**src/rtl/lsu_sram_bridge.sv**
```systemverilog
// Bridges core LSU byte/half/word requests onto single-cycle 32b SRAM controller commands,
// handling lane alignment, load extension, and misaligned/range/timeout error completion.
module lsu_sram_bridge #(
  parameter logic [31:0] BASE_ADDR   = 32'h0000_0000,
  parameter int unsigned TIMEOUT_CYC = 16
) (
  input  logic        i_clk,
  input  logic        i_reset,
  input  logic        i_lsu_valid,
  input  logic        i_lsu_we,
  input  logic [31:0] i_lsu_addr,
  input  logic [31:0] i_lsu_wdata,
  input  logic [1:0]  i_lsu_size,
  input  logic        i_lsu_unsigned,
  output logic [31:0] o_lsu_rdata,
  output logic        o_lsu_done,
  output logic        o_lsu_err,
  output logic        o_lsu_busy,
  output logic [17:0] o_sram_addr,
  output logic [31:0] o_sram_wdata,
  output logic [3:0]  o_sram_bmask,
  output logic        o_sram_wren,
  output logic        o_sram_rden,
  input  logic [31:0] i_sram_rdata,
  input  logic        i_sram_ack
);

  localparam int CNT_W = $clog2(TIMEOUT_CYC) + 1;

  typedef enum logic [1:0] {S_IDLE, S_ISSUE, S_WAIT, S_DONE} state_e;

  state_e             state_q, state_d;
  logic               err_q, err_d;
  logic [CNT_W-1:0]   cnt_q, cnt_d;
  logic [31:0]        rdata_q, rdata_d;
  logic [18:0]        addr_q, addr_d;
  logic               we_q, we_d;
  logic [1:0]         size_q, size_d;
  logic               uns_q, uns_d;
  logic [31:0]        wdata_q, wdata_d;
  logic [3:0]         bmask_q, bmask_d;
  logic               issue;

  function automatic logic req_err(input logic [31:0] a, input logic [1:0] s);
    req_err = (s == 2'b11) || ((s == 2'b01) && a[0]) || ((s == 2'b10) && (a[1:0] != 2'b00)) ||
              (a[31:19] != BASE_ADDR[31:19]);
  endfunction

  function automatic logic [31:0] store_data(input logic [31:0] wd, input logic [1:0] s);
    case (s)
      2'b00:   store_data = {4{wd[7:0]}};
      2'b01:   store_data = {2{wd[15:0]}};
      default: store_data = wd;
    endcase
  endfunction

  function automatic logic [3:0] store_mask(input logic [1:0] o, input logic [1:0] s);
    case (s)
      2'b00:   store_mask = 4'b0001 << o;
      2'b01:   store_mask = o[1] ? 4'b1100 : 4'b0011;
      default: store_mask = 4'b1111;
    endcase
  endfunction

  function automatic logic [31:0] load_extract(input logic [31:0] r, input logic [1:0] o,
                                               input logic [1:0] s, input logic u);
    logic signed [7:0]  b;
    logic signed [15:0] h;
    logic signed [31:0] ext;
    b   = r[{o, 3'b000} +: 8];
    h   = r[{o[1], 4'b0000} +: 16];
    ext = $signed(r);
    case (s)
      2'b00:   if (u) ext = $signed({24'h0, b}); else ext = b;
      2'b01:   if (u) ext = $signed({16'h0, h}); else ext = h;
      default: ext = $signed(r);
    endcase
    load_extract = ext;
  endfunction

  always_comb begin
    state_d = state_q;
    err_d   = err_q;
    cnt_d   = '0;
    rdata_d = rdata_q;
    addr_d  = addr_q;
    we_d    = we_q;
    size_d  = size_q;
    uns_d   = uns_q;
    wdata_d = wdata_q;
    bmask_d = bmask_q;
    case (state_q)
      S_IDLE: begin
        if (i_lsu_valid) begin
          addr_d  = i_lsu_addr[18:0];
          we_d    = i_lsu_we;
          size_d  = i_lsu_size;
          uns_d   = i_lsu_unsigned;
          wdata_d = store_data(i_lsu_wdata, i_lsu_size);
          bmask_d = i_lsu_we ? store_mask(i_lsu_addr[1:0], i_lsu_size) : 4'b1111;
          err_d   = req_err(i_lsu_addr, i_lsu_size);
          state_d = req_err(i_lsu_addr, i_lsu_size) ? S_DONE : S_ISSUE;
        end
      end
      S_ISSUE: state_d = S_WAIT;
      S_WAIT: begin
        cnt_d = cnt_q + 1'b1;
        // Ack wins over a timeout landing in the same cycle.
        if (i_sram_ack) begin
          if (!we_q) rdata_d = load_extract(i_sram_rdata, addr_q[1:0], size_q, uns_q);
          err_d   = 1'b0;
          state_d = S_DONE;
        end else if (cnt_d == CNT_W'(TIMEOUT_CYC - 1)) begin
          err_d   = 1'b1;
          state_d = S_DONE;
        end
      end
      default: state_d = S_IDLE;
    endcase
  end

  // control state: reset applies here only
  always_ff @(posedge i_clk) begin
    if (!i_reset) begin
      state_q <= S_IDLE;
      err_q   <= 1'b0;
      cnt_q   <= '0;
      rdata_q <= '0;
    end else begin
      state_q <= state_d;
      err_q   <= err_d;
      cnt_q   <= cnt_d;
      rdata_q <= rdata_d;
    end
  end

  // request capture: data-only, outputs are gated by state so no reset needed
  always_ff @(posedge i_clk) begin
    addr_q  <= addr_d;
    we_q    <= we_d;
    size_q  <= size_d;
    uns_q   <= uns_d;
    wdata_q <= wdata_d;
    bmask_q <= bmask_d;
  end

  assign issue        = (state_q == S_ISSUE);
  assign o_lsu_busy   = (state_q != S_IDLE);
  assign o_lsu_done   = (state_q == S_DONE);
  assign o_lsu_err    = o_lsu_done & err_q;
  assign o_lsu_rdata  = rdata_q;
  assign o_sram_wren  = issue & we_q;
  assign o_sram_rden  = issue & ~we_q;
  assign o_sram_addr  = issue ? {addr_q[18:2], 1'b0} : 18'h0;
  assign o_sram_wdata = (issue & we_q) ? wdata_q : 32'h0;
  assign o_sram_bmask = issue ? bmask_q : 4'h0;

endmodule
```
**config.mk**
```make
export PLATFORM = sky130hd
export DESIGN_NAME = lsu_sram_bridge
export DESIGN_NICKNAME = d
export VERILOG_FILES = /design/src/rtl/lsu_sram_bridge.sv
export SDC_FILE = /design/constraint.sdc
export NUM_CORES = 1
export LEC_CHECK = 0
export BUFFER_PORTS_ARGS = -buffer_cell sky130_fd_sc_hd__buf_2
export CAP_MARGIN = 20
export CORE_UTILIZATION = 50
export DETAILED_ROUTE_END_ITERATION = 6
export PLACE_DENSITY = 0.83
export SETUP_SLACK_MARGIN = 0.1
export SLEW_MARGIN = 20
export SYNTH_ARGS = -nofsm -noshare
export SYNTH_HDL_FRONTEND = slang
export SYNTH_SLANG_ARGS = --single-unit
```
**constraint.sdc**
```tcl
create_clock -name i_clk -period 6.72 [get_ports i_clk]
set_clock_uncertainty 0.05 [all_clocks]
set_input_delay 1.344 -clock i_clk [delete_from_list [all_inputs] [get_ports i_clk]]
set_output_delay 1.344 -clock i_clk [all_outputs]
set_load 0.01 [all_outputs]
```
# Word level (Yosys, flattened, before mapping)

Cells that the tools add are included.

Register bits after elaboration: 99
Latch bits: 0
Memories kept: 0
Bits in writable memories: 0
Bits of input ports: 104
Output and inout port bits: 91
Memory bits (read-only): 0

Shift-type cells: 3
Reduce and logical (&&, ||, !) cells: 17
Div/mod/pow operators: 0
Add/sub/neg operators: 1
Eq/ne operators: 10
Multipliers: 0
Bitwise gates (word level): 4
Multiplexer cells: 18
Magnitude comparators: 0

Operator list:

| kind                | number |
|---|---|
| $pmux 32 s2         | 2 |
| $mux 32             | 3 |
| $shiftx 32x6->16    | 1 |
| $shiftx 32x6->8     | 1 |
| $mux 18             | 1 |
| $reduce_bool 13->1  | 1 |
| $eq 2x2->1 const B  | 4 |
| $mux 2              | 4 |
| $mux 4              | 2 |
| $pmux 4 s2          | 1 |
| $eq 2x1->1 const B  | 3 |
| $logic_not 2->1     | 3 |
| $pmux 2 s3          | 1 |
| $reduce_and 2->1    | 3 |
| $reduce_and 3->1    | 2 |
| $reduce_bool 2->1   | 3 |
| $add 5x1->5 const B | 1 |
| $eq 5x4->1 const B  | 1 |
| $shl 1x2->4 const A | 1 |
| $and 1x1->1         | 3 |
| $logic_or 1x1->1    | 3 |
| $mux 1              | 3 |
| $ne 3x3->1 const B  | 1 |
| $logic_and 1x1->1   | 2 |
| 3 further kinds     | 3 |

# Longest topological paths before layout

Depth after elaboration: 8
Depth in mapped cells: 9

# Worst setup path before layout

OpenSTA, ideal clock, no wires.

Kind: input to register
From: in i_lsu_valid
To: reg addr_q[0], enable pin
Stages: 1
Setup time: 0.423 ns
Data required time: 6.247 ns
Slack: 3.511 ns
Buffers on the path: 0
Data arrival time: 2.736 ns
Cell sequence: and2_1

Word-level cells in the longest chain between the ends: 1

RTL lines:

| element                    | line | text |
|---|---|---|
| from (decl)                | 9    | `input logic i_lsu_valid,` |
| $reduce_and 2->1 (no line) | n/a  |  |
| to (signal assigned)       | 139  | `addr_q <= addr_d;` |
| to (decl)                  | 36   | `logic [18:0] addr_q, addr_d;` |

Every way passes these cells.
A chain may end at the register's enable or synchronous reset.

# Worst setup path in the final report

From: reg state_q[1]
To: out o_sram_wdata[6]

Word-level cells in the longest chain between the ends: 3

RTL lines:

| element                | line | text |
|---|---|---|
| from (decl)            | 32   | `state_e state_q, state_d;` |
| from (signal assigned) | 130  | `state_q <= state_d;` |
| $eq 2x1->1             | 147  | `assign issue = (state_q == S_ISSUE);` |
| $and 1x1->1            | 155  | `assign o_sram_wdata = (issue & we_q) ? wdata_q : 32'h0;` |
| $mux 32                | 155  |  |
| to (decl)              | 20   | `output logic [31:0] o_sram_wdata,` |

Every way passes these cells.

==> results.ini <==
[outcome]
status=completed

[sta]
grt_setup_unrepaired=false
setup_slack_ps=3449
worstMarginPinSlew_ps=981.3
finalCriticalPeriod_ps=3271
slew-limit-headroom=0.3458
hold-worst-slack_ps=414.0
setup_viol=0
finalSetupTns_ps=0
finalMaxSlewViolations=0
max_freq_ghz=0.3057
timing_hold_violations_final=0
min_period_over_period=0.4868

[floorplanning]
dieArea_sq_mm=0.009840
rows=35
fp.dieW_microns=99.20
start_util=0.5136
top_level_ports=195
core_area_sq_mm=0.009196
fp.dieH_microns=99.20

[setup_path]
critPathLaunchType=register
critPathRequiredTime_ps=5330
end_kind=output pin
worst-path-max-fanout=55
critPathKind=register to output pin
arrival_ps=1880

[yosys]
ys_ff_latch=99
syn_area_per_cell_sq_um=10.69
yosysTopAreaCell=edfxtp_1
syn-num-nets=553
ys_top_cells_by_area=edfxtp_1 (38%), dfxtp_1 (17%), a21oi_1 (4.7%)
post_synth_num_cell_types=47
ys_async_sr_fraction=0
yosysSeqAreaShare=0.5446
yosysTopAreaCellShare=0.3751
synth_edf_count=59
synthFlopType=edfxtp_1
yosys_warnings=0
netlist_area_sq_mm=0.004723
post_synth_inst_count=442

[cts]
path_clk_slew_ps=90
cts.repair.resized=0
ctsLongestPathBuffers=2
holdBufCountCts=0
cts_buffers=9
insertion_delay_ps=350
post_cts_buffers=0
cts_sinks=99
cts_root_buf=clkbuf_8
cts_tree=done
htree_levels=3

[placed_design]
io_buffer_count=193
placed_area_sq_mm=0.005680
dp_hpwl_mm=8.570
place.gp.congestion=0.8347
dp.cells=715
place_ws_ps=3684

[route]
wl_mm=11.79
drtPass1Iterations=4
drc=0
detail-route-antenna-nets=0
wl_per_cell_microns=16.13
vias_per_cell=5.532
drtIter0Drc=151
vias=4044

[finish]
diodes=0
final_area_sq_mm=0.005848
drive_gt1_frac=0.3871
nNetsFinal=726
utilization=0.6359
fin_cells=731
area_growth_syn_to_layout_pct=23.81

[global_route]
antenna_found_initial=1
grt_pass1_wl_mm=18.44
grt_max_degree=60
grt_pass1_vias=3945
grt_usage=0.2388
gr-total-overflow=0

[power_and_ir_drop]
switching_share=0.3422
power_frac_comb=0.296
clockPowerShare=0.204
p_leak_nw=2.735
vdd_drop_max_mv=0.1171
p_switching_mw=0.5720
pwr_density_cell_mw_per_mm2=285.8
p_seq_frac=0.500
p_int_mw=1.099
total_power_mw=1.671

[worst_hold_path]
hold_class=register to register

[flow_run]
drv_cap=0

-- final timing paths --
| path | slack [ps] | from | cells after the start | endpoint |
|---|---|---|---|---|
| min | 410 | o_lsu_rdata[0] | 2 | o_lsu_rdata[0] |
| min reg2reg | 410 | o_lsu_rdata[0] | 2 | o_lsu_rdata[0] |
| max reg2reg | 4330 | size_q[0] | 5 | o_lsu_rdata[5] |
| max | 3450 | state_q[1] | 4 | o_sram_wdata[6] |
-- power groups by stage --
stage / sequential [mW] / combinational [mW] / clock (mW)
3_3_place_gp: 0.847 / 0.476 / 0
6_report: 0.836 / 0.494 / 0.341
2_1_floorplan: 0.825 / 0.331 / 0
3_5_place_dp: 0.850 / 0.494 / 0
5_1_grt: 0.848 / 0.544 / 0.367
4_1_cts: 0.837 / 0.496 / 0.347
-- placed cells by master, fill, tap and decap left out, drive strengths merged, types with 9 or more instances in the layout --
cell type    n
buf        196
edfxtp      59
a21oi       44
dfxtp       40
nand2       33
and3        33
o21ai       32
and2        24
nor2        21
inv         18
mux2        16
mux2i       16
clkbuf       9
-- cells by family after synthesis --
logic type,synth area share
AO/OA/AOI/OAI,0.1428
XOR/XNOR,0.005564
adder cells (fa/ha/maj),0.01854
buffers and inverters,0.05033
flip-flops,0.5446
multiplexers,0.07682
other,0.0007939
AND/OR/NAND/NOR,0.1605
-- synth_stat cells (2+ instances only) --
cell	number
and2_1	24
nor2_1	21
dfxtp_1	40
clkbuf_1	18
nor4_1	3
a221oi_2	5
buf_4	3
o21ai_0	32
buf_6	2
nor3b_1	7
nand2_1	33
edfxtp_1	59
mux2_2	16
inv_1	16
a21oi_1	44
buf_2	6
and3_1	33
nor2b_1	7
mux2i_1	16
a221oi_1	2
o221ai_1	7
o41ai_1	2
nor3_1	4
buf_1	3
nand2b_1	2
xnor2_1	2
nand3_1	3
ha_1	7
o22ai_1	7
-- routing by layer --
| metal | share of wire | GRT usage |
|---|---|---|
| met1 | 0.41 | 0.2871 |
| met2 | 0.49 | 0.4180 |
| met3 | 0.072 | 0.05130 |
| met4 | 0.025 | 0.09729 |
| met5 | 0.0011 | 0 |
-- cell type report --
cell class	count	area (sq um)
Clock inverter	7	43.79
Multi-Input combinational cell	292	1917
Timing Repair Buffer	196	988.4
Sequential cell	99	2572
Tap cell	111	138.9
Clock buffer	9	123.9
Fill cell	755	3348
Inverter	17	63.81
-- state kept, by name, summed over array words and instances (netlist names) --
name / cells
bmask_q: 4
o_lsu_rdata: 32
size_q: 2
uns_q: 1
addr_q: 19
wdata_q: 32
state_q: 2
we_q: 1
cnt_q: 5
err_q: 1
-- critical path, stage by stage (launching register included) --
cell	delay (ps)
dfxtp_1	360
inv_1	90
ha_2	650
and3_1	270
buf_2	140
(Power assumes the default switching activity.)
